$ cat config.mk
export PLATFORM = sky130hd
export DESIGN_NAME = input_conditioner
export DESIGN_NICKNAME = d
export VERILOG_FILES = /design/src/rtl/input_conditioner.sv
export SDC_FILE = /design/constraint.sdc
export NUM_CORES = 1
export LEC_CHECK = 0
export CAP_MARGIN = 20
export CORE_ASPECT_RATIO = 1.4
export CORE_MARGIN = 8
export CORE_UTILIZATION = 54
export CTS_BUF_LIST = sky130_fd_sc_hd__clkbuf_2 sky130_fd_sc_hd__clkbuf_4 sky130_fd_sc_hd__clkbuf_8
export DETAILED_ROUTE_END_ITERATION = 6
export PLACE_DENSITY_LB_ADDON = 0.15
export SLEW_MARGIN = 25
export SYNTH_ARGS = -nofsm -noshare
export SYNTH_HDL_FRONTEND = slang
export SYNTH_SLANG_ARGS = --single-unit
$ cat constraint.sdc
create_clock -name clock -period 1.9 [get_ports clock]
set_input_delay 0.57 -clock clock [delete_from_list [all_inputs] [get_ports clock]]
set_output_delay 0.57 -clock clock [all_outputs]
set_load 0.05 [all_outputs]
$ cat src/rtl/input_conditioner.sv
// Input conditioner for board buttons and switches.
// Each channel has a metastability synchronizer, a debounce filter and registered
// rise/fall pulses. A pulse is asserted on the same edge that q changes.
module input_conditioner #(
    parameter int unsigned WIDTH           = 5,
    parameter int unsigned SYNC_STAGES     = 2,
    parameter int unsigned DEBOUNCE_CYCLES = 4
) (
    input  logic             clock,
    input  logic             reset,
    input  logic [WIDTH-1:0] din,
    output logic [WIDTH-1:0] q,
    output logic [WIDTH-1:0] rise,
    output logic [WIDTH-1:0] fall,
    output logic             any_rise
);

    localparam int unsigned     CntW    = $clog2(DEBOUNCE_CYCLES) + 1;
    localparam logic [CntW-1:0] CntLast = CntW'(DEBOUNCE_CYCLES - 1);

    logic [SYNC_STAGES-1:0][WIDTH-1:0] sync_q;
    logic [WIDTH-1:0]                  s;

    logic [WIDTH-1:0][CntW-1:0] cnt_q, cnt_d;
    logic [WIDTH-1:0]           q_q, q_d;
    logic [WIDTH-1:0]           rise_q, rise_d;
    logic [WIDTH-1:0]           fall_q, fall_d;
    logic                       any_rise_q;

    // Synchronizer chain: plain flop-to-flop path, nothing in between stages.
    always_ff @(posedge clock or posedge reset) begin
        if (reset) begin
            sync_q <= '0;
        end else begin
            sync_q[0] <= din;
            for (int k = 1; k < SYNC_STAGES; k++) begin
                sync_q[k] <= sync_q[k-1];
            end
        end
    end

    assign s = sync_q[SYNC_STAGES-1];

    // Debounce: q takes s only after s has differed from q on DEBOUNCE_CYCLES
    // consecutive cycles; any agreeing cycle restarts the count.
    always_comb begin
        cnt_d  = cnt_q;
        q_d    = q_q;
        rise_d = '0;
        fall_d = '0;
        for (int i = 0; i < WIDTH; i++) begin
            if (s[i] == q_q[i]) begin
                cnt_d[i] = '0;
            end else if (cnt_q[i] == CntLast) begin
                cnt_d[i]  = '0;
                q_d[i]    = s[i];
                rise_d[i] = s[i];
                fall_d[i] = ~s[i];
            end else begin
                cnt_d[i] = cnt_q[i] + CntW'(1);
            end
        end
    end

    // Filter state and pulse registers; pulses share the edge of the q update.
    always_ff @(posedge clock or posedge reset) begin
        if (reset) begin
            cnt_q      <= '0;
            q_q        <= '0;
            rise_q     <= '0;
            fall_q     <= '0;
            any_rise_q <= 1'b0;
        end else begin
            cnt_q      <= cnt_d;
            q_q        <= q_d;
            rise_q     <= rise_d;
            fall_q     <= fall_d;
            any_rise_q <= |rise_d;
        end
    end

    assign q        = q_q;
    assign rise     = rise_q;
    assign fall     = fall_q;
    assign any_rise = any_rise_q;

endmodule

==> metrics.csv, run 1 <==
stage;metric;value;unit
worst_hold_path;hold depth;0;
place;DP Wirelength;1.712;mm
floorplanning;Die Footprint;0.004642;mm²
cts;postcts setup bufs;0;
setup_path;Worst EP required;1.33;ns
floorplanning;die width;59.91;µm
final_layout;Area Growth Syn to Fin;25.58;%
cts;hold buffer count at cts;0;
place;pre-CTS setup slack;0.5983;ns
global_route;initial antenna violation count;0;
final_layout;Nets;135;
setup_path;worst reg2reg path depth;3;
logic_synthesis;Yosys warnings;0;
sta;final-report setup violation count;0;
drt;DR DRC count;0;
cts;CTS Buf Count;5;
logic_synthesis;Synth area leader;dfrtp_1;
cts;Root Buffer;clkbuf_4;
final_layout;Final Cell Area;0.001831;mm²
final_layout;share of cells above drive strength 1;27.42;%
logic_synthesis;share of Yosys cell area claimed by the top area cell type;70.39;%
cts;CTS max path bufs;2;
sta;period utilization;83.17;%
global_route;first-pass GRT wire length;3.891;mm
logic_synthesis;synthesized instance count;93;
global_route;Global Route Usage Sum;11.14;%
sta;Worst-Margin Slew;0.2886;ns
setup_path;crit start category;register;
setup_path;CP Cell Sequence;buf_4;
setup_path;slowest CP cell;dfrtp_1;
place;placed standard-cell area;0.001728;mm²
sta;PnR worst setup slack;0.3197;ns
global_route;largest net degree at the start of global routing;42;
logic_synthesis;Synth Register Bits;41;
final_layout;FF+latch area;0.001026;mm²
sta;Setup TNS Final;0;ns
floorplanning;die extent in y;77.48;µm
setup_path;Crit. End Element;primary output;
logic_synthesis;Synth Cell Area;0.001458;mm²
setup_path;CP peak stage delay;0.43;ns
drt;Routed WL;2.279;mm
floorplanning;Initial Utilization;56.33;%
outcome;outcome;complete, no violations;
power_and_ir_drop;Leak;0.0008969;µW
global_route;number of global-route vias before repair;860;
sta;RSZ-0062 raised after global routing;no;
drt;via count;806;
job;Max Cap Viol;0;
final_layout;area of the multi-input gates;416.7;µm²
setup_path;delay-heaviest family, CP;flip-flops;
sta;shortest period the worst path allows;1.580;ns
cts;clock latency on the worst-skew pair;0.35;ns
power_and_ir_drop;Power Density;1475;mW/mm²
cts;clock-pin slew on the worst setup and hold paths;0.12;ns
setup_path;WP depth;1;
logic_synthesis;Synth area leaders;dfrtp_1 70%, nor3b_1 7.2%, ha_1 4.3%;
floorplanning;IO Count;23;
global_route;Overflow after GRT;0;
drt;Via-to-Cell Ratio;5.038;
setup_path;WP data arrival;1.01;ns
sta;Slew Limit Fails;0;
place;RD Place Congestion;0.6678;
logic_synthesis;Mean Syn Cell Area;15.67;µm²
cts;CTS tree;built;
cts;H-Tree Depth;2;
floorplanning;Core ar.;0.002587;mm²
drt;DRT Pass-1 Iters;3;
final_layout;# fillers;200;
floorplanning;FP Rows;22;
final_layout;most frequent cells in the layout;41 x dfrtp_1, 14 x nor3b_1, 14 x buf_4;
logic_synthesis;Yosys cell types;15;
worst_hold_path;Hold WC Path Type;reg -> reg;
cts;number of cells upsized or downsized after cts;0;
power_and_ir_drop;maximum VDD drop;1.373;mV
setup_path;Setup Crit Path Kind;reg -> out;
final_layout;leading cell type in the layout, fill and taps excluded;dfrtp_1;
sta;final hold vios;0;
sta;hold slack final;0.3599;ns
sta;Slew HR;80.62;%
drt;post-route ant nets;0;
cts;clock sinks;41;
final_layout;utilization after layout;70.74;%
setup_path;crit path max fanout;5;
drt;post-DR wirelength/cell;14.24;µm
setup_path;CP bufs+invs;1;
drt;Initial DRC Count;14;
logic_synthesis;sequential cell area fraction in the yosys report;70.39;%
final_layout;ant diodes;0;
place;IO Port Bufs;22;
logic_synthesis;Mapped Nets;105;
sta;skew final;0.009599;ns
sta;Max Freq;632.8;MHz
-- path summary, 6_finish.rpt --
check | endpoint | slack, ns | startpoint
min in group asynchronous | rise[0]$_DFF_PP0_ | 0.57 | reset
worst min register to register | s[0]$_DFF_PP0_ | 0.36 | sync_q[0]$_DFF_PP0_
worst min-delay path | s[0]$_DFF_PP0_ | 0.36 | sync_q[0]$_DFF_PP0_
max in group asynchronous | cnt_q[6]$_DFF_PP0_ | 1.14 | reset
worst max register to register | q[4]$_DFFE_PP0P_ | 0.57 | cnt_q[12]$_DFF_PP0_
worst max-delay path | q[3] | 0.32 | q[3]$_DFFE_PP0P_
-- metrics by stage --
stage	total power, µW	cells
floorplan	1748	93
global placement	2013	152
global route	2842	160
finish	2700	160
detailed placement	2058	152
CTS	2742	160
-- cell usage after synthesis (all sizes together) --
cell,n
and3b,1
and4bb,4
dfrtp,41
ha,5
inv,4
mux2,5
nand2b,6
nor2,1
nor2b,2
nor3,4
nor3b,14
nor4,1
xnor2,5
-- cell type report --
cell class	instances	share of cell area, %
Inverter	4	0.8202
Tap cell	36	2.461
Clock buffer	5	2.051
Sequential cell	41	56.05
Timing Repair Buffer	23	12.30
Clock inverter	3	3.554
Multi-Input combinational cell	48	22.76
-- power by group --
group          switching, µW  internal (µW)
sequential               132           1040
clock                    270            407
combinational            477            373
total                    879           1820
-- cells by family after synthesis --
logic type,synth area share (%)
multiplexers,3.862
AND/OR/NAND/NOR,17.42
flip-flops,70.39
XOR/XNOR,3.004
buffers and inverters,1.030
adder cells (fa/ha/maj),4.292
-- metal layers --
metal | up-vias | global-route usage, % | part of all wire (%)
li1 | 381 | - | -
met1 | 400 | 11.78 | 39
met2 | 19 | 18.42 | 52
met3 | 6 | 4.785 | 6.2
met4 | 0 | 5.036 | 1.9
met5 | - | 0 | 0
-- state kept, by name (all words and copies together), names as in the netlist --
signal	count
any_rise	1
q	5
sync_q	5
rise	5
cnt_q	15
fall	5
s	5
-- worst register-to-register path, cell delays in order (launching register included) --
cell	delay, ns
dfrtp_1	0.37
ha_1	0.19
nor2b_1	0.28
mux2_2	0.38
No activity file was read; power rests on OpenSTA's default activity.
==> inputs of run 2 (changes only) <==
--- a/config.mk
+++ b/config.mk
@@ -8,7 +8,7 @@
 export CAP_MARGIN = 20
 export CORE_ASPECT_RATIO = 1.4
 export CORE_MARGIN = 8
-export CORE_UTILIZATION = 54
+export CORE_UTILIZATION = 49
 export CTS_BUF_LIST = sky130_fd_sc_hd__clkbuf_2 sky130_fd_sc_hd__clkbuf_4 sky130_fd_sc_hd__clkbuf_8
 export DETAILED_ROUTE_END_ITERATION = 6
 export PLACE_DENSITY_LB_ADDON = 0.15
==> constraint.sdc (replaced) <==
create_clock -name clock -period 1.45 [get_ports clock]
set_input_delay 0.435 -clock clock [delete_from_list [all_inputs] [get_ports clock]]
set_output_delay 0.435 -clock clock [all_outputs]
set_load 0.05 [all_outputs]
==> run 2 against run 1 <==
Clock power shrank 3.7%. Highest routed layer unchanged. Count of clock-buffer cells in the layout did not move. Wire length is 0.70% lower. Total power is 30% higher. Combinational power increased by 51%. Die area up 7.7%. Clock skew fell by 0.0051 ns. Register-to-register slack worse by 0.40 ns. Final area grew 8.1%. Hold slack got worse by 0.0066 ns.
==> metrics.csv, run 2 (synthesized netlist as in run 1, its figures left out) <==
stage;metric;value;unit;change
sta;Max Freq;738.2;MHz;
final_layout;Area Growth Syn to Fin;35.71;%;
place;DP Wirelength;1.714;mm;+0.11%
setup_path;delay-heaviest family, CP;flip-flops;;
global_route;initial antenna violation count;0;;unchanged
final_layout;max reg flops;15;;unchanged
final_layout;Nets;135;;unchanged
drt;post-DR wirelength/cell;14.23;µm;about the same
cts;CTS max path bufs;2;;unchanged
drt;Initial DRC Count;21;;+7
floorplanning;FP Rows;23;;+4.5%
global_route;number of global-route vias before repair;845;;-1.7%
drt;DR DRC count;0;;unchanged
place;IO Port Bufs;22;;unchanged
final_layout;ant diodes;0;;unchanged
sta;Worst-Margin Slew;0.2999;ns;+0.01135 ns
outcome;outcome;complete, no violations;;
sta;hold slack final;0.3533;ns;-0.006610 ns
cts;number of cells upsized or downsized after cts;0;;unchanged
setup_path;WP data arrival;0.92;ns;-0.09 ns
setup_path;worst r2r src;cnt_q[12]$_DFF_PP0_;;
final_layout;Final Cell Area;0.001978;mm²;+8.1%
sta;Slew Limit Fails;0;;unchanged
worst_hold_path;hold path endpoint;s[0]$_DFF_PP0_;;
job;Max Cap Viol;0;;unchanged
place;RD Place Congestion;0.7382;;+11%
cts;clock-pin slew on the worst setup and hold paths;0.07;ns;-0.05 ns
cts;H-Tree Depth;2;;unchanged
drt;Routed WL;2.263;mm;-0.70%
setup_path;WP depth;1;;unchanged
worst_hold_path;Hold WC Path Type;reg -> reg;;
setup_path;CP bufs+invs;1;;unchanged
sta;RSZ-0062 raised after global routing;no;;
cts;CTS tree;built;;
final_layout;most frequent cells in the layout;41 x dfrtp_1, 17 x buf_12, 14 x nor3b_1;;
power_and_ir_drop;maximum VDD drop;1.404;mV;+2.3%
drt;via count;804;;-0.25%
setup_path;crit path max fanout;5;;unchanged
setup_path;CP Cell Sequence;buf_12;;
place;placed standard-cell area;0.001904;mm²;+10%
worst_hold_path;hold depth;0;;unchanged
floorplanning;die extent in y;80.54;µm;+3.9%
floorplanning;Die Footprint;0.005001;mm²;+7.7%
setup_path;Crit. End Element;primary output;;
setup_path;Setup Crit Path Kind;reg -> out;;
cts;postcts setup bufs;0;;unchanged
place;pre-CTS setup slack;0.1751;ns;-0.4232 ns
floorplanning;IO Count;23;;unchanged
drt;DRT Pass-1 Iters;4;;+1
global_route;largest net degree at the start of global routing;42;;unchanged
final_layout;share of cells above drive strength 1;26.23;%;-1.2 points
floorplanning;Core ar.;0.002849;mm²;+10%
setup_path;crit start category;register;;
global_route;Overflow after GRT;0;;unchanged
drt;Via-to-Cell Ratio;5.057;;+0.38%
sta;final hold vios;0;;unchanged
sta;skew final;0.004535;ns;-0.005064 ns
global_route;Global Route Usage Sum;10.49;%;-0.65 points
final_layout;# fillers;193;;-3.5%
setup_path;RR Endpoint;q[4]$_DFFE_PP0P_;;
floorplanning;Initial Utilization;51.16;%;-5.2 points
cts;clock sinks;41;;unchanged
final_layout;Reg with most FFs;cnt_q;;
setup_path;Worst EP required;1.02;ns;-0.31 ns
sta;period utilization;93.42;%;
cts;Root Buffer;clkbuf_8;;
setup_path;slowest CP cell;dfrtp_1;;
setup_path;worst reg2reg path depth;3;;unchanged
cts;CTS Buf Count;5;;unchanged
power_and_ir_drop;Leak;0.0009248;µW;+3.1%
cts;clock latency on the worst-skew pair;0.28;ns;-0.07 ns
floorplanning;die width;62.10;µm;+3.6%
worst_hold_path;Min-Delay Startpoint;sync_q[0]$_DFF_PP0_;;
global_route;first-pass GRT wire length;3.684;mm;-5.3%
cts;hold buffer count at cts;0;;unchanged
power_and_ir_drop;power after layout;3511;µW;+30%
drt;post-route ant nets;0;;unchanged
sta;shortest period the worst path allows;1.355;ns;
sta;Setup TNS Final;0;ns;unchanged
power_and_ir_drop;Power Density;1775;mW/mm²;+20%
setup_path;R2R Setup Slk;0.17;ns;-0.40 ns
sta;final-report setup violation count;0;;unchanged
final_layout;leading cell type in the layout, fill and taps excluded;dfrtp_1;;
setup_path;CP peak stage delay;0.46;ns;+0.03 ns
sta;PnR worst setup slack;0.09535;ns;-0.2244 ns
sta;Slew HR;79.86;%;-0.76 points
==> run 2: cell types whose count changed in the layout (fill, tap and decap cells not counted) <==
cell       change
buf_12        +14
buf_4         -14
bufinv_16      -2
clkbuf_4       -5
clkbuf_8       +5
==> run 2: worst max path at each step <==
stage,start,to,slack [ns]
after floorplan,q[3]$_DFFE_PP0P_,any_rise$_DFF_PP0_,0.06
after global placement,cnt_q[3]$_DFF_PP0_,any_rise$_DFF_PP0_,0.22
after detailed placement,cnt_q[12]$_DFF_PP0_,q[4]$_DFFE_PP0P_,0.18
after CTS,q[1]$_DFFE_PP0P_,q[1],0.08
after global routing,q[2]$_DFFE_PP0P_,q[2],0.05
final,q[0]$_DFFE_PP0P_,q[0],0.1
==> run 2: area by class of cell <==
class / instances / area (µm²) / area share (%)
Clock buffer: 5 / 68.82 / 3.479
Clock inverter: 1 / 5.005 / 0.2530
Inverter: 4 / 15.01 / 0.7590
Multi-Input combinational cell: 48 / 416.7 / 21.06
Sequential cell: 41 / 1026 / 51.87
Tap cell: 37 / 46.29 / 2.340
Timing Repair Buffer: 23 / 400.4 / 20.24
==> run 2: power by group <==
part	internal [µW]	switching, µW	leakage [µW]
clock network	316	336	0.0000399
logic	658	618	0.000357
registers	1370	217	0.000528
total	2340	1170	0.000925
==> run 2: through the flow <==
stage	std cells	util, %
floorplan	93	-
global placement	153	66.84
detailed placement	153	66.84
CTS	159	69.43
global route	159	69.43
finish	159	69.43
==> run 2: metal layers <==
metal / vias up / part of all wire, % / global-route usage (%)
li1: 373 / - / -
met1: 410 / 39 / 10.34
met2: 19 / 52 / 16.61
met3: 2 / 8.0 / 6.230
met4: 0 / 0.71 / 5.492
met5: - / 0 / 0
